==> src/rtl/player_ship.sv <==
// player_ship
//   Player cannon for the shooter: frame-strobed movement with a velocity
//   ramp and edge clamping, integer sprite scaling, and a life/hit state
//   machine with explosion and (optional) respawn phases.
//
// Optional feature macro: PLAYER_SHIP_INVULN_EN
//   defined   - after an explosion the ship enters a blinking, invulnerable
//               RESPAWN phase lasting INVULN_FRAMES ticks.
//   undefined - the ship returns to ALIVE straight after the explosion;
//               INVULN_FRAMES and BLINK_BIT have no effect.
//
// Ports
//   clk, rst              : clock, synchronous active-high reset
//   frame_tick            : one-cycle strobe per video frame
//   pix_x, pix_y          : current pixel from the VGA timing generator
//   move_left, move_right : debounced level inputs
//   hit                   : one-cycle collision pulse (honoured in ALIVE only)
//   restart               : one-cycle pulse (honoured in GAME_OVER only)
//   ship_x_pos            : registered left edge of the sprite
//   ship_on               : combinational sprite pixel for the mixer
//   lives_left            : registered remaining lives
//   alive / exploding / game_over : state decodes
module player_ship #(
  parameter int SCALE          = 1,
  parameter int SHIP_Y         = 440,
  parameter int X_MIN          = 0,
  parameter int X_MAX          = 627,
  parameter int X_RESET        = 312,
  parameter int MAX_SPEED      = 4,
  parameter int LIVES          = 3,
  parameter int EXPLODE_FRAMES = 32,
  parameter int INVULN_FRAMES  = 64,
  parameter int BLINK_BIT      = 2
) (
  input  logic       clk,
  input  logic       rst,
  input  logic       frame_tick,
  input  logic [9:0] pix_x,
  input  logic [9:0] pix_y,
  input  logic       move_left,
  input  logic       move_right,
  input  logic       hit,
  input  logic       restart,
  output logic [9:0] ship_x_pos,
  output logic       ship_on,
  output logic [3:0] lives_left,
  output logic       alive,
  output logic       exploding,
  output logic       game_over
);

  localparam int SHIFT  = (SCALE >= 4) ? 2 : ((SCALE == 2) ? 1 : 0);
  localparam int SHIP_W = 13 * SCALE;
  localparam int SHIP_H = 8 * SCALE;

`ifdef PLAYER_SHIP_INVULN_EN
  localparam bit INVULN_EN = 1'b1;
`else
  localparam bit INVULN_EN = 1'b0;
`endif

  typedef enum logic [1:0] {
    ST_ALIVE,
    ST_EXPLODE,
    ST_RESPAWN,
    ST_GAME_OVER
  } state_t;

  state_t     state_q, state_d;
  logic [9:0] x_q, x_d;
  logic [3:0] lives_q, lives_d;
  logic [3:0] vel_q, vel_d;
  logic       dir_q, dir_d;
  logic [7:0] cnt_q, cnt_d;

  logic        move_req;
  logic        dir_move;
  logic [3:0]  vel_move;
  logic [9:0]  x_move;
  logic [10:0] x_wide;
  logic [10:0] step_wide;

  // Candidate position/velocity if this cycle were a movement tick. The
  // clamp comparisons run at 11 bits so x+vel near the right edge and
  // x-vel near zero cannot wrap; the chosen result always fits 10 bits.
  always_comb begin
    move_req  = move_left ^ move_right;
    dir_move  = move_req ? move_right : dir_q;
    x_wide    = {1'b0, x_q};
    if (!move_req) begin
      vel_move = 4'd0;
    end else if (move_right == dir_q) begin
      vel_move = (vel_q >= 4'(MAX_SPEED)) ? 4'(MAX_SPEED) : vel_q + 4'd1;
    end else begin
      vel_move = 4'd1;
    end
    step_wide = {7'd0, vel_move};
    x_move    = x_q;
    if (move_req && move_right) begin
      if (x_wide + step_wide > 11'(X_MAX)) x_move = 10'(X_MAX);
      else                                 x_move = x_q + {6'd0, vel_move};
    end else if (move_req) begin
      if (x_wide < 11'(X_MIN) + step_wide) x_move = 10'(X_MIN);
      else                                 x_move = x_q - {6'd0, vel_move};
    end
  end

  // Life/hit state machine. cnt counts the frame ticks still owed to the
  // current phase; the tick that takes it from 1 to 0 ends the phase, so a
  // phase entered with cnt=N lasts exactly N later ticks.
  always_comb begin
    state_d = state_q;
    x_d     = x_q;
    lives_d = lives_q;
    vel_d   = vel_q;
    dir_d   = dir_q;
    cnt_d   = cnt_q;
    case (state_q)
      ST_ALIVE: begin
        if (hit) begin
          lives_d = lives_q - 4'd1;
          cnt_d   = 8'(EXPLODE_FRAMES);
          vel_d   = 4'd0;
          state_d = ST_EXPLODE;
        end else if (frame_tick) begin
          x_d   = x_move;
          vel_d = vel_move;
          dir_d = dir_move;
        end
      end
      ST_EXPLODE: begin
        if (frame_tick) begin
          cnt_d = cnt_q - 8'd1;
          if (cnt_q == 8'd1) begin
            if (lives_q == 4'd0) begin
              state_d = ST_GAME_OVER;
            end else begin
              x_d   = 10'(X_RESET);
              vel_d = 4'd0;
              if (INVULN_EN) begin
                state_d = ST_RESPAWN;
                cnt_d   = 8'(INVULN_FRAMES);
              end else begin
                state_d = ST_ALIVE;
              end
            end
          end
        end
      end
      ST_RESPAWN: begin
        if (frame_tick) begin
          x_d   = x_move;
          vel_d = vel_move;
          dir_d = dir_move;
          cnt_d = cnt_q - 8'd1;
          if (cnt_q == 8'd1) state_d = ST_ALIVE;
        end
      end
      ST_GAME_OVER: begin
        if (restart) begin
          lives_d = 4'(LIVES);
          x_d     = 10'(X_RESET);
          vel_d   = 4'd0;
          state_d = ST_ALIVE;
        end
      end
      default: state_d = ST_ALIVE;
    endcase
  end

  // State register with synchronous reset.
  always_ff @(posedge clk) begin
    if (rst) begin
      state_q <= ST_ALIVE;
      x_q     <= 10'(X_RESET);
      lives_q <= 4'(LIVES);
      vel_q   <= 4'd0;
      dir_q   <= 1'b0;
      cnt_q   <= 8'd0;
    end else begin
      state_q <= state_d;
      x_q     <= x_d;
      lives_q <= lives_d;
      vel_q   <= vel_d;
      dir_q   <= dir_d;
      cnt_q   <= cnt_d;
    end
  end

  logic [10:0] px_w, py_w, dx, dy, col, row;
  logic        in_box, sprite_bit, visible;

  // Sprite lookup. Offsets into the footprint are divided by SCALE with a
  // shift, giving a 13x8 cell grid; rows 4..7 are solid so they need no
  // column test beyond the bounding box.
  always_comb begin
    px_w   = {1'b0, pix_x};
    py_w   = {1'b0, pix_y};
    dx     = px_w - {1'b0, x_q};
    dy     = py_w - 11'(SHIP_Y);
    in_box = (px_w >= {1'b0, x_q}) && (dx < 11'(SHIP_W)) &&
             (py_w >= 11'(SHIP_Y)) && (dy < 11'(SHIP_H));
    col    = dx >> SHIFT;
    row    = dy >> SHIFT;
    case (row)
      11'd0:        sprite_bit = (col == 11'd6);
      11'd1, 11'd2: sprite_bit = (col >= 11'd5) && (col <= 11'd7);
      11'd3:        sprite_bit = (col >= 11'd1) && (col <= 11'd11);
      default:      sprite_bit = 1'b1;
    endcase
    visible = (state_q == ST_ALIVE) ||
              (INVULN_EN && (state_q == ST_RESPAWN) && !cnt_q[BLINK_BIT]);
    ship_on = in_box && sprite_bit && visible;
  end

  assign ship_x_pos = x_q;
  assign lives_left = lives_q;
  assign alive      = (state_q == ST_ALIVE) || (state_q == ST_RESPAWN);
  assign exploding  = (state_q == ST_EXPLODE);
  assign game_over  = (state_q == ST_GAME_OVER);

endmodule

==> config.mk <==
export PLATFORM = sky130hd
export DESIGN_NAME = player_ship
export DESIGN_NICKNAME = d
export VERILOG_FILES = /design/src/rtl/player_ship.sv
export SDC_FILE = /design/constraint.sdc
export NUM_CORES = 1
export LEC_CHECK = 0
export ABC_AREA = 1
export BUFFER_PORTS_ARGS = -buffer_cell sky130_fd_sc_hd__buf_2
export CORE_AREA = 2 2 75 77
export CTS_BUF_LIST = sky130_fd_sc_hd__clkbuf_4 sky130_fd_sc_hd__clkbuf_8
export DETAILED_ROUTE_END_ITERATION = 10
export DIE_AREA = 0 0 77 79
export GPL_TIMING_DRIVEN = 1
export PLACE_DENSITY_LB_ADDON = 0.2
export SYNTH_ARGS = -nofsm -noshare
export SYNTH_HDL_FRONTEND = slang
export SYNTH_SLANG_ARGS = --single-unit
==> constraint.sdc <==
create_clock -name clk -period 3.5 [get_ports clk]
set_clock_uncertainty 0.2 [all_clocks]
set_input_delay 0.35 -clock clk [delete_from_list [all_inputs] [get_ports clk]]
set_output_delay 0.35 -clock clk [all_outputs]
set_load 0.1 [all_outputs]
Yosys cells after proc, flatten, opt, wreduce, memory -nomap -nowiden
Index checks and enable logic that the tools add are counted.
Word-level totals
  register bits after elaboration: 29
  input port bits: 27
Operators by class
  add/sub/neg operators: 8
  order comparisons: 11
  equality and inequality tests: 18
  multiplexer cells: 40
  bitwise operators: 1
  reduce and logical (&&, ||, !) cells: 23
Operator list (number)
  $mux W10: 10
  $mux W4: 11
  $pmux W10 S4: 1
  $eq A11 B2 Y1 const B: 2
  $lt A11 B4 Y1 const B: 2
  $mux W8: 2
  $pmux W4 S4: 1
  $pmux W8 S2: 1
  $mux W2: 7
  $ne A2 B2 Y1 const B: 7
  $add A10 B4 Y11: 1
  $eq A11 B1 Y1 const B: 1
  $eq A11 B3 Y1 const B: 1
  $ge A11 B1 Y1 const B: 1
  $ge A11 B3 Y1 const B: 1
  $gt A11 B10 Y1 const B: 1
  $le A11 B3 Y1 const B: 1
  $le A11 B4 Y1 const B: 1
  $logic_not A11 Y1: 1
  $sub A10 B10 Y11: 1
  $sub A10 B9 Y11 const B: 1
  $add A10 B4 Y10: 1
  $ge A10 B10 Y1: 1
  $ge A10 B9 Y1 const B: 1
  28 further kinds: 43

Longest topological paths before layout
  word-level depth: 11
  gate-level depth with buffers: 24
  mapped depth without buffers: 23

Least setup slack after synthesis
No wires, ideal clock.
  path type: register -> output
  start: register x_q[1], in the netlist ship_x_pos[1]
  end: output port ship_on
  arrival: 4.507 ns
  path slack: -1.557 ns
  stages on the path, launching flop included: 11
  cell sequence: dfxtp_1 > inv_1 > fa_1 > nand2_1 > nand2_1 > nand4_1 > nand2_1 > a31oi_1 > xor2_1 > nand4_1 > nor3_1
Between the ends
  word-level cells in the longest chain between the ends: 7
  elaborated cells on any way between the ends: 16
  those cells by class: add/sub: 1; order compare: 6; eq/ne: 1; mux: 1; reduce/logical: 7
Ends and longest elaborated chain
  start: declaration: RTL line 70  | logic [9:0] x_q, x_d;
  start signal: assignment: RTL line 175  | x_q <= 10'(X_RESET);
  branches (longest 5 deep; another with $sub A10 B10 Y11)
  $logic_and A1 B1 Y1 (*) (2 in series): RTL line 213  | ship_on = in_box && sprite_bit && visible;
  end: declaration: RTL line 45  | output logic ship_on,
Every way passes the cells marked *.

Final worst setup path
  start: register x_q[0], in the netlist ship_x_pos[0]
  end: output port ship_on
The elaborated chain is that of the path after synthesis.

==> results.py <==
metrics = {
    "run_status": {
        "outcome": "finished, final reports clean",
    },
    "timing": {
        "hold_viol_final": 0,
        "setup_viol": 0,
        "period_share_pct": 92.5,
        "finalSetupTns_ps": 0,
        "drv_slew": 0,
        "fmax_mhz": 309,
        "period_needed_ps": 3240,
        "layout_setup_ws_ps": 264,
        "rsz0062_at_grt": "no",
    },
    "clocking": {
        "numCtsBuffers": 5,
        "cts.sinks": 29,
        "clockRootBuffer": "clkbuf_8",
        "postCtsSetupBuffers": 0,
        "clk_latency_ps": 280,
        "clockBufferDepth": 2,
        "clk_pin_slew_worst_paths_ps": 60,
        "htree_levels": 2,
        "tritoncts": "built",
    },
    "floorplan": {
        "die_area_mm2": 0.00608,
        "placeableCoreArea_mm2": 0.00534,
        "ioPinCount": 45,
        "std_cell_rows": 27,
        "die_w_um": 77,
        "start_util_pct": 56.8,
        "die_h_um": 79,
    },
    "worst_hold_path": {
        "holdPathEnd": "dir_q$_SDFFE_PP0P_",
        "hp-start": "move_right",
        "min_path_cells": 3,
        "hp-class": "in -> reg",
    },
    "logic_synthesis": {
        "yosysWarnings": 0,
        "yosysTopAreaCell": "dfxtp_1",
        "synth-seq-area-share_pct": 19.1,
        "synth_area_mm2": 0.00303,
        "netlist.area_leader.share_pct": 19.1,
        "synth.area.top_cells": "dfxtp_1 (19%), nand2_1 (14%), ha_1 (12%)",
        "syn_nets": 540,
        "syn_inst": 482,
        "ys_ff_latch": 29,
        "post_synth_num_cell_types": 42,
        "syn_avg_cell_area_um2": 6.29,
    },
    "pwr": {
        "power.density_mw_per_mm2": 866,
        "vdd_drop_max_mv": 0.758,
        "p_leak_nw": 1.74,
    },
    "detailed_routing": {
        "drt-vias-per-instance": 5.29,
        "dr.first_iter.drc_count": 181,
        "routed_wl_um": 7210,
        "dr_total_vias": 3179,
        "firstDrtPassIters": 4,
        "post_drt_wl_per_cell_um": 12.0,
        "drcViolationCount": 0,
        "antenna_left": 0,
    },
    "critical_path": {
        "r2r_end": "ship_x_pos[3]$_SDFFE_PP1P_",
        "worstSetupStartpointType": "register",
        "r2r_slack_ps": 560,
        "worstReg2RegStart": "vel_q[3]$_SDFFE_PP0P_",
        "crit_path_end_kind": "primary output",
        "reg2regPathDepth": 18,
        "worstPathArrival_ps": 2690,
        "cp_max_fo": 5,
        "worstPathRequired_ps": 2950,
        "path_class": "reg -> out",
    },
    "placed_design": {
        "dp_hpwl_um": 5720,
        "port_buffers": 44,
        "gp_congestion": 0.881,
        "dp_slack_ps": 280,
    },
    "layout": {
        "nets": 586,
        "drive_gt1_share_pct": 19.1,
        "area_growth_pct": 13.5,
        "antennaDiodeCount": 0,
    },
    "global_route": {
        "grt_max_degree": 20,
        "grt_pass1_wl_um": 12400,
        "antenna_found_initial": 0,
        "grt_pass1_vias": 2986,
        "grt_use_total_pct": 24.7,
        "gr-total-overflow": 0,
    },
    "flow_run": {
        "drv_cap": 0,
    },
}
cells in the mapped netlist (all sizes together):
library cell  number
a211oi             6
nand2            124
clkinv             2
conb               2
ha                28
clkbuf             2
buf                5
nor3              11
inv               79
xnor2              5
o21ai             26
nor4               2
nor2              49
o2111ai            1
a21oi             39
dfxtp             29
a31oi              4
o31ai              1
nand3b             2
xor2               8
o211ai             1
o21bai             1
nand3             40
nand4              8
fa                 3
or2                4
worst max-delay path: stages, from the launching register on:
cell     delay [ps]
dfxtp_2         380
ha_1            150
inv_1            60
fa_1            380
nand2_1         100
nand2_1          90
nand3_1          80
nand2_1          70
nor3_1          210
nand4_1         140
nor2_1          170
nand4_1         150
nor3_4          190
buf_6           240
report_power, final:
group | internal (W) | switching [W]
registers | 0.000448 | 0.000140
clock network | 0.000177 | 0.000129
logic | 0.000599 | 0.00149
total | 0.00122 | 0.00176
layout by cell type, fill, tap and decap left out, types with 2 or more instances in the layout:
master	Yosys	layout
a211oi_1	5	5
a21oi_1	36	36
a21oi_2	3	3
a31oi_1	4	4
buf_2	2	43
buf_4	2	2
clkbuf_8	0	7
clkinv_1	2	2
conb_1	2	2
dfxtp_1	29	21
dfxtp_2	0	8
fa_1	3	3
ha_1	28	28
inv_1	74	74
inv_2	5	5
nand2_1	116	116
nand2_2	5	5
nand2_4	3	3
nand3_1	35	35
nand3_2	4	4
nand3b_1	2	2
nand4_1	8	8
nor2_1	40	40
nor2_2	7	7
nor3_1	10	9
o21ai_0	19	19
o21ai_1	6	6
or2_2	4	4
xnor2_1	5	5
xor2_1	8	8
kinds of logic after synthesis:
group	count (synthesis)	synth area share, %
AO/OA/AOI/OAI	79	14.7
XOR/XNOR	13	3.75
adder cells (fa/ha/maj)	31	13.5
buffers and inverters	88	11.5
flip-flops	29	19.1
other	2	0.248
AND/OR/NAND/NOR	240	37.2
area by class of cell:
type / instances / area (µm²)
fill: 517 / 1890
clock inverter: 1 / 5.00
multi-input combinational: 365 / 2120
timing repair buffer: 46 / 241
tap: 72 / 90.1
sequential: 29 / 591
clock buffer: 7 / 96.3
inverter: 81 / 304
sequential cells by signal, summed over array words and instances, names as in the netlist:
name        cells
ship_x_pos     10
cnt_q           8
lives_left      4
vel_q           4
state_q         2
dir_q           1
stage by stage:
step	hold WS (ps)	std cells	utilization (%)	area, µm²	power [W]
after floorplan	232	482	-	3060	0.00230
after global placement	244	593	62.5	3340	0.00262
after detailed placement	249	593	62.5	3340	0.00265
after CTS	170	601	64.4	3440	0.00298
after global routing	185	601	64.5	3440	0.00325
final	171	601	64.5	3440	0.00298
metal layers:
layer	up-vias	track usage, %	part of all wire (%)
li1	1651	-	-
met5	-	0	0
met1	1447	28.8	46
met3	10	3.98	4.6
met2	71	45.7	48
met4	0	8.93	1.5
what timing repair did:
item	CTS	global route
resized for setup	0	3
endpoints found under the setup margin	0	1
hold buffers	0	0
how the worst max path moves through the flow:
stage,slack (ps),cells after the start,from,end
4_1_cts,90,13,ship_x_pos[0]$_SDFFE_PP0P_,ship_on
3_5_place_dp,280,15,pix_x[0],ship_on
3_3_place_gp,300,15,pix_x[0],ship_on
5_1_grt,30,15,ship_x_pos[0]$_SDFFE_PP0P_,ship_on
2_1_floorplan,9,11,ship_x_pos[0]$_SDFFE_PP0P_,ship_on
6_report,260,13,ship_x_pos[0]$_SDFFE_PP0P_,ship_on
No activity file was read; power rests on OpenSTA's default activity.
